--- src/rtl/gauss_5x5_filter.sv ---
// 5x5 separable Gaussian ([1 4 6 4 1] x [1 4 6 4 1]) over a streamed window, 3-cycle latency.
// Border windows pass the centre pixel through unfiltered.
module gauss_5x5_filter #(
    parameter int IMG_WIDTH  = 640,
    parameter int IMG_HEIGHT = 480
) (
    input  logic         clk,
    input  logic         reset,
    input  logic [199:0] win_data,
    input  logic         in_valid,
    input  logic         sof,
    output logic [7:0]   pix_out,
    output logic         out_valid,
    output logic         out_sof
);

    localparam logic [9:0] COL_LAST = 10'(IMG_WIDTH - 1);
    localparam logic [9:0] COL_HI   = 10'(IMG_WIDTH - 3);
    localparam logic [9:0] ROW_LAST = 10'(IMG_HEIGHT - 1);
    localparam logic [9:0] ROW_HI   = 10'(IMG_HEIGHT - 3);

    // Centre-pixel position counters
    logic [9:0] col;
    logic [9:0] row;
    logic [9:0] pos_col;
    logic [9:0] pos_row;
    logic       border;

    // Stage 1: horizontal sums
    logic [11:0] h_next [5];
    logic [11:0] s1_h   [5];
    logic [7:0]  s1_centre;
    logic        s1_valid;
    logic        s1_sof;
    logic        s1_border;

    // Stage 2: vertical sum
    logic [15:0] v_next;
    logic [15:0] s2_sum;
    logic [7:0]  s2_centre;
    logic        s2_valid;
    logic        s2_sof;
    logic        s2_border;

    logic [7:0]  filt_pix;

    function automatic logic [11:0] hsum(input logic [39:0] r);
        return 12'(r[39:32]) + 12'(r[7:0])
             + (12'(r[31:24]) + 12'(r[15:8])) * 12'd4
             + 12'(r[23:16]) * 12'd6;
    endfunction

    // A window accepted with sof is position (0,0) regardless of the running count.
    always_comb begin
        pos_col = sof ? '0 : col;
        pos_row = sof ? '0 : row;
        border  = (pos_col < 10'd2) || (pos_col > COL_HI) ||
                  (pos_row < 10'd2) || (pos_row > ROW_HI);
    end

    always_ff @(posedge clk) begin
        if (reset) begin
            col <= '0;
            row <= '0;
        end else if (in_valid) begin
            if (pos_col == COL_LAST) begin
                col <= '0;
                row <= (pos_row == ROW_LAST) ? '0 : pos_row + 10'd1;
            end else begin
                col <= pos_col + 10'd1;
                row <= pos_row;
            end
        end
    end

    always_comb begin
        for (int unsigned i = 0; i < 5; i++) begin
            h_next[i] = hsum(win_data[199 - 40*i -: 40]);
        end
    end

    always_comb begin
        v_next = 16'(s1_h[0]) + 16'(s1_h[4])
               + (16'(s1_h[1]) + 16'(s1_h[3])) * 16'd4
               + 16'(s1_h[2]) * 16'd6;
        filt_pix = 8'((17'(s2_sum) + 17'd128) >> 8);
    end

    // Data path registers carry no reset; the valid bits qualify them.
    always_ff @(posedge clk) begin
        for (int unsigned i = 0; i < 5; i++) begin
            s1_h[i] <= h_next[i];
        end
        s1_centre <= win_data[103:96];
        s2_sum    <= v_next;
        s2_centre <= s1_centre;
    end

    always_ff @(posedge clk) begin
        if (reset) begin
            s1_valid  <= 1'b0;
            s1_sof    <= 1'b0;
            s1_border <= 1'b0;
            s2_valid  <= 1'b0;
            s2_sof    <= 1'b0;
            s2_border <= 1'b0;
            out_valid <= 1'b0;
            out_sof   <= 1'b0;
            pix_out   <= '0;
        end else begin
            s1_valid  <= in_valid;
            s1_sof    <= in_valid & sof;
            s1_border <= in_valid & border;
            s2_valid  <= s1_valid;
            s2_sof    <= s1_valid & s1_sof;
            s2_border <= s1_valid & s1_border;
            out_valid <= s2_valid;
            out_sof   <= s2_valid & s2_sof;
            if (s2_valid) begin
                pix_out <= s2_border ? s2_centre : filt_pix;
            end
        end
    end

endmodule

--- config.mk ---
export PLATFORM = sky130hd
export DESIGN_NAME = gauss_5x5_filter
export DESIGN_NICKNAME = d
export VERILOG_FILES = /design/src/rtl/gauss_5x5_filter.sv
export SDC_FILE = /design/constraint.sdc
export NUM_CORES = 1
export LEC_CHECK = 0
export CAP_MARGIN = 30
export CORE_MARGIN = 5
export CORE_UTILIZATION = 30
export DETAILED_ROUTE_END_ITERATION = 12
export PLACE_DENSITY = 0.57
export SETUP_SLACK_MARGIN = 0.1
export SLEW_MARGIN = 20
export SYNTH_ARGS = -nofsm -noshare
export SYNTH_HDL_FRONTEND = slang
export SYNTH_SLANG_ARGS = --single-unit
--- constraint.sdc ---
create_clock -name clk -period 5.58 [get_ports clk]
set_input_delay 1.674 -clock clk [delete_from_list [all_inputs] [get_ports clk]]
set_output_delay 1.674 -clock clk [all_outputs]
set_load 0.01 [all_outputs]
# --- Yosys cells after proc, flatten, opt, wreduce, memory -nomap -nowiden ---
# Memories as Yosys holds them, arrays and structs flattened.
# Index checks and enable logic that the tools add are counted.
totals:
  ram_bits: 60
  mem_bits_ro: 0
  output_inout_bits: 10
  ff_bits: 68
  inputBits: 204
  mem_count: 1
  word_cells: 68
  latchBits: 0
memory_table:
  columns: ["name", "words", "width", "read_ports", "rd_ports_with_merged_regs", "wr", "line_no", "rtl"]
  rows:
  - ["s1_h", 5, 12, 5, 0, 5, "31", "logic [11:0] s1_h [5];"]
op_classes:
  n_addsub: 27
  reduce_logical: 3
  n_shift: 0
  div_mod_pow: 0
  n_bitwise: 5
  order_cmp: 4
  mul: 6
  n_eq_ne: 2
  muxes: 6
op_table:
  columns: ["op", "n"]
  rows:
  - ["adder 8 x 8 -> 9 bit", 10]
  - ["adder 12 x 11 -> 12 bit", 5]
  - ["adder 9 x 11 -> 12 bit", 5]
  - ["multiplier 8 x 2 -> 10 bit (second input constant)", 5]
  - ["2-to-1 mux 10 bit", 5]
  - ["adder 12 x 12 -> 13 bit", 2]
  - ["adder 10 x 1 -> 10 bit (second input constant)", 2]
  - ["< comparator 10 x 2 -> 1 bit (second input constant)", 2]
  - ["adder 13 x 15 -> 16 bit", 1]
  - ["adder 16 x 15 -> 16 bit", 1]
  - ["adder 16 x 8 -> 16 bit (second input constant)", 1]
  - ["multiplier 12 x 2 -> 14 bit (second input constant)", 1]
  - ["== test 10 bit (second input constant)", 1]
  - ["== test 10 x 9 -> 1 bit (second input constant)", 1]
  - ["> comparator 10 bit (second input constant)", 1]
  - ["> comparator 10 x 9 -> 1 bit (second input constant)", 1]
  - ["2-to-1 mux 8 bit", 1]
  - ["AND 1 bit", 5]
  - ["logical OR 1 bit", 3]

# --- Longest topological paths before layout ---
# Gate-level depths: netlist of the first run.
depth:
  word_depth: 6
  ltp_mapped: 20
  mapped_depth_nobuf: 20

# --- Worst setup path after synthesis of the first run ---
# Ideal clock, no wire load.
synth_timing:
  path_kind: "in2reg"
  startpoint: "input win_data[168]"
  endpoint: "memory s1_h[0][11]"
  t_arrival_ps: 4736
  path_stages: 13
  t_required_ps: 5474
  setup_slack_ps: 738
  n_path_buf: 0
  setup_ps: 106
  cell_sequence: "ha_1 > inv_1 > fa_1 > fa_1 > inv_1 > fa_1 > ha_1 > a21o_1 > a21oi_1 > o21bai_1 > a21oi_1 > o21ai_0 > o311ai_0"
synth_lines:
  columns: ["item", "line_no", "rtl"]
  rows:
  - ["start: declaration", "9", "input logic [199:0] win_data,"]
  - ["end: declaration", "31", null]

==> flow_summary.ini, run 1 <==
[run_status]
outcome = complete, no violations

[finish]
syn_to_final_growth_pct = 28.4
nNetsFinal = 2107
n_fill_cell = 4092
postLayoutCoreUtil_pct = 39.0
layout-drive-gt1-share_pct = 3.99

[power_and_ir_drop]
power_density_nw_per_um2 = 730
vdd_drop_max_uv = 851
power.leakage_uw = 0.00747

[die]
die_w_um = 213
dieArea_um2 = 45500
ios = 214
fp.dieH_um = 213
core_area_um2 = 40800
start_util_pct = 30.3
fp-row-count = 74

[timing]
setup_slack_ns = 0.448
fmaxAchievable_mhz = 195
finalCriticalPeriod_ns = 5.13
setup_viol = 0
timing.final.crit_share_pct = 92.0
relSlewSlack_pct = 67.5
skew_ns = 0.0138
tns_ns = 0
worst_slew_pin_slew_ns = 0.487
report.final.slew_viol_count = 0
hold_violations = 0
holdWs_ns = 0.323
rsz0062_at_grt = false

[cts]
clk_pin_slew_worst_paths_ns = 0.06
htreeDepth = 4
clk_latency_ns = 0.42
cts_buffers = 17
cts.hold.buffers_added = 0
clock-sinks = 121
cts_max_path_buffers = 2
cts_tree = built
clk_root_buffer_cell = clkbuf_16

[logic_synthesis]
synth_cell_types = 64
async_flop_share_pct = 0
synth_warnings = 0
synthFlopType = dfxtp_1
synthCells = 1354
syn-num-nets = 1869
synth_top_area_share_pct = 20.4
synth_xor_area_share_pct = 8.62
synth_top_family_by_area = adder cells
synthTopCellsByArea = ha_1 (20%), dfxtp_1 (20%), fa_1 (18%)
synth.avg_cell_area_um2 = 9.15
synthAdderAreaFrac_pct = 38.0
synth_edf_count = 0
syn_area_um2 = 12400
synth-simple-area-share_pct = 10.8
synth_top_area_cell = ha_1
synth_compound_area_share_pct = 13.9
synth_mux_area_share_pct = 1.29
synth-seq-cells = 121
synth_seq_area_share_pct = 19.5

[place]
dp_slack_ns = -0.0396
io_buffer_count = 213
hpwlAfterDp_um = 24900
finalWeightedCongestion = 0.837

[worst_setup_path]
path_max_fanout = 3
critPathArrivalTime_ns = 5.42
cp-endpoint = s1_h[0][57]
endpoint_kind = flip-flop
crit_type = in2reg
slowest_delay_ns = 0.54
startpoint = win_data[8]
critPathSlowestCell = fa_1
worstReg2RegEnd = s2_sum[15]
reg2reg_slack_ns = 1.03
crit_top_cell = fa_1
cp_cell_sequence = clkdlybuf4s50_1, ha_1, inv_1, fa_1, nor2b_1, o21ai_0, a21oi_1, nand2b_1, fa_1, fa_1, inv_1, ha_1, a21oi_1, o21ai_0, buf_4, xor2_1
required_ns = 5.87
worstSetupStartpointType = input port
rr_worst_depth = 18
timing.rr.start = s1_h[0][24]

[hold_path]
hold_class = reg2reg

[drt]
drtIter0Drc = 310
route.detailed.drc = 0
routed_via_density = 4.53
dr_total_vias = 9676
dr.pass1.iters = 5
wl_per_cell_um = 13.2
drt-total-wl_um = 28200
ant_nets = 0

[job]
maxCapViolations = 0

[global_routing]
antenna_found_initial = 1
gr-usage-all-layers_pct = 12.7
grt_pass1_vias = 10200
grt_pass1_wl_um = 47100
gr-total-overflow = 0
grt_max_degree = 33
## worst min path at each step
stage,from,end,slack [ns],cells after the start
final,s1_centre[5],s2_centre[5],0.32,0
after global routing,s1_centre[2],s2_centre[2],0.34,0
after CTS,s1_centre[5],s2_centre[5],0.33,0
after detailed placement,s1_centre[2],s2_centre[2],0.31,0
after global placement,s1_centre[2],s2_centre[2],0.31,0
after floorplan,s1_centre[0],s2_centre[0],0.31,0
## worst max-delay path: cells and delay by family
kind | cells | cell delay, ns
compound gates | 4 | 0.72
xor+xnor | 1 | 0.13
fa+ha+maj | 5 | 1.88
buf+inv | 4 | 0.75
simple gates | 2 | 0.26
## per-layer routing
metal | track usage, % | share of wire, %
met4 | 2.98 | 1.5
met1 | 15.3 | 43
met3 | 2.22 | 3.4
met2 | 23.4 | 52
met5 | 0 | 0
## where the power goes
group / switching [µW] / internal (µW) / total [µW] / leakage (µW)
Sequential: 169 / 1300 / 1470 / 0.00101
Combinational: 4690 / 4250 / 8950 / 0.00615
Clock: 422 / 776 / 1200 / 0.000318
## Yosys cell counts, types with 7 or more instances
master and instances:
nand2b_1 25, nor3_1 12, o21ai_0 58, clkbuf_1 8, nor2_1 72, nand4_1 7
nor2b_1 16, o21bai_1 25, xnor2_1 71, inv_1 241, a21oi_1 102, xor2_1 51
dfxtp_1 121, nand2_1 55, mux2i_1 16, o21a_1 10, nand3_1 19, fa_1 109
ha_1 202, a21o_1 36
## cell type report
cell class | count | area (µm²) | share of cell area [%]
clock buffer | 19 | 453 | 2.85
clock inverter | 13 | 191 | 1.20
tap | 532 | 666 | 4.18
timing repair buffer | 231 | 2270 | 14.2
inverter | 241 | 905 | 5.68
antenna | 1 | 2.50 | 0.0157
multi-input combinational | 980 | 9010 | 56.6
sequential | 121 | 2420 | 15.2
## flip-flops by register name (all words and copies together), names as in the netlist, 8 cells and up
signal / flops
s1_h: 60
col: 10
row: 10
s2_sum: 9
pix_out: 8
s1_centre: 8
s2_centre: 8
## cells in the final DEF (no fill, tap or decap), drive strengths merged, types with 18 or more instances in the layout
| cell | instances |
|---|---|
| a21o | 36 |
| a21oi | 102 |
| buf | 18 |
| clkbuf | 19 |
| clkdlybuf4s50 | 213 |
| dfxtp | 121 |
| fa | 109 |
| ha | 202 |
| inv | 243 |
| nand2 | 55 |
| nand2b | 25 |
| nand3 | 20 |
| nor2 | 72 |
| o21ai | 58 |
| o21bai | 25 |
| xnor2 | 71 |
| xor2 | 51 |
## through the flow
| stage | instances | instance area [µm²] | power (µW) |
|---|---|---|---|
| floorplan | 1354 | 12400 | 8500 |
| global placement | 2105 | 15300 | 10400 |
| detailed placement | 2105 | 15300 | 10500 |
| CTS | 2137 | 15900 | 11900 |
| global route | 2138 | 15900 | 13200 |
| finish | 2138 | 15900 | 11600 |
## timing repair
item,CTS,global route
endpoints found under the setup margin,0,2
hold endpoints to repair,0,0
gates resized for setup,0,2
setup buffers,0,0
## kinds of logic after synthesis
family,count (synthesis)
fa+ha+maj,311
compound gates,276
simple gates,255
buf+inv,253
xor+xnor,122
flops,121
mux,16
Note: power is estimated with default switching activity, not from simulation.
==> run 2: changes to the inputs <==
--- a/config.mk
+++ b/config.mk
@@ -9,7 +9,7 @@
 export CORE_MARGIN = 5
 export CORE_UTILIZATION = 30
 export DETAILED_ROUTE_END_ITERATION = 12
-export PLACE_DENSITY = 0.57
+export GPL_TIMING_DRIVEN = 0
 export SETUP_SLACK_MARGIN = 0.1
 export SLEW_MARGIN = 20
 export SYNTH_ARGS = -nofsm -noshare
==> run 2 against run 1 <==
  * Clock power down 9%
  * Non-clock buffer count down 7
  * Hold slack better by 0.0040 ns
  * Routed wire length up 1.5%
  * Critical path depth down 1
  * Die area unchanged
  * Global-route usage up 0.13 points
  * Via count up 0.20%
  * Sequential power about the same
  * Cell area down 0.88%
  * Highest routed layer unchanged
==> flow_summary.ini, run 2 (synthesis results as in run 1) <==
[cts]
htreeDepth = 4
cts_setup_buffers = 0
cts_buffers = 17
clk_latency_ns = 0.42
clock-sinks = 121
clk_pin_slew_worst_paths_ns = 0.06
clk_root_buffer_cell = clkbuf_16
cts_max_path_buffers = 2
cts_tree = built

[die]
die_w_um = 213
core_area_um2 = 40800
dieArea_um2 = 45500
fp.dieH_um = 213
fp-row-count = 74
start_util_pct = 30.3
ios = 214

[timing]
fmaxAchievable_mhz = 190
tns_ns = 0
timing.final.crit_share_pct = 94.2
skew_ns = 0.0134
hold_violations = 0
rsz0062_at_grt = true
relSlewSlack_pct = 53.5
report.final.slew_viol_count = 0
setup_viol = 0
worst_slew_pin_slew_ns = 0.698
finalCriticalPeriod_ns = 5.26

[drt]
route.detailed.drc = 0
drtIter0Drc = 268
wl_per_cell_um = 13.5
drt-total-wl_um = 28700
dr_total_vias = 9695
dr.pass1.iters = 4
routed_via_density = 4.55
ant_nets = 0

[finish]
syn_to_final_growth_pct = 27.3
layout-drive-gt1-share_pct = 3.32
regArea_um2 = 2420
nNetsFinal = 2100
layout_commonest_cell = inv_1
reg_top3 = s1_h x60, col x10, row x10
multi_input_area_um2 = 9020
largest_reg_flops = 60
antennaDiodeCount = 0
n_fill_cell = 4124
final_cell_mix = inv_1 (241), clkdlybuf4s50_1 (212), ha_1 (202)
top_register = s1_h

[worst_setup_path]
path_max_fanout = 3
crit_top_cell = fa_1
worstSetupStartpointType = input port
critPathArrivalTime_ns = 5.56
path_delay_family = adder cells
required_ns = 5.89
cp_cell_sequence = clkdlybuf4s50_1, ha_1, inv_1, fa_1, nor2b_1, o21ai_0, a21oi_1, nand2b_1, fa_1, fa_1, inv_1, ha_1, a21oi_1, o21ai_1, o311ai_1
critPathSlowestCell = fa_1
crit_type = in2reg
slowest_delay_ns = 0.55
endpoint_kind = flip-flop
cp.buffers_inverters = 3

[job]
maxCapViolations = 0

[place]
hpwlAfterDp_um = 25200
io_buffer_count = 212
finalWeightedCongestion = 0.818

[hold_path]
hold_class = reg2reg

[global_routing]
grt_pass1_wl_um = 47500
antenna_found_initial = 0
grt_max_degree = 17
gr-usage-all-layers_pct = 12.8
gr-total-overflow = 0
grt_pass1_vias = 10400

[power_and_ir_drop]
power_density_nw_per_um2 = 719
finalPower_uw = 11300
vdd_drop_max_uv = 926
power.leakage_uw = 0.00737

[run_status]
outcome = complete, no violations
[run 2: path summary, 6_finish.rpt]
check,start,endpoint,slack [ns],cells past startpoint
setup reg to reg,s1_h[0][24],s2_sum[15],1.03,18
setup / recovery,win_data[24],s1_h[0][59],0.32,15
hold / removal,s1_centre[7],s2_centre[7],0.33,0
hold reg to reg,s1_centre[7],s2_centre[7],0.33,0
[run 2: final cells by class]
type,instances,share of cell area [%]
multi-input combinational,980,57.2
sequential,121,15.4
timing repair buffer,212,13.5
inverter,241,5.73
tap,532,4.22
clock buffer,17,2.70
clock inverter,15,0.991
buffer,12,0.349
[run 2: metrics by stage]
step                      hold slack, ns  cells  setup WS, ns  area (µm²)  util (%)
after CTS                          0.328   2130         0.161       15800      38.6
after detailed placement           0.312   2098        -0.428       15200      37.2
after global placement             0.314   2098        -0.440       15200      37.2
after global routing               0.337   2130        0.0445       15800      38.6
final                              0.327   2130         0.324       15800      38.6
after floorplan                    0.310   1354         0.738       12400         -
[run 2: repair_timing]
item | 4_1_cts | 5_1_grt
hold buffers | 0 | 0
resized for setup | 1 | 5
endpoints found under the setup margin | 1 | 4
[run 2: report_power, final]
part | total [µW] | internal (µW) | switching [µW]
Combinational | 8800 | 4150 | 4650
Clock | 1090 | 631 | 455
Sequential | 1460 | 1300 | 154
Total | 11300 | 6090 | 5260
[run 2: layer usage]
| layer | vias to the layer above | part of all wire [%] | global-route usage [%] |
|---|---|---|---|
| li1 | 4980 | - | - |
| met1 | 4534 | 41 | 14.8 |
| met2 | 157 | 54 | 24.7 |
| met3 | 24 | 3.8 | 2.32 |
| met4 | 0 | 1.1 | 2.43 |
| met5 | - | 0 | 0 |
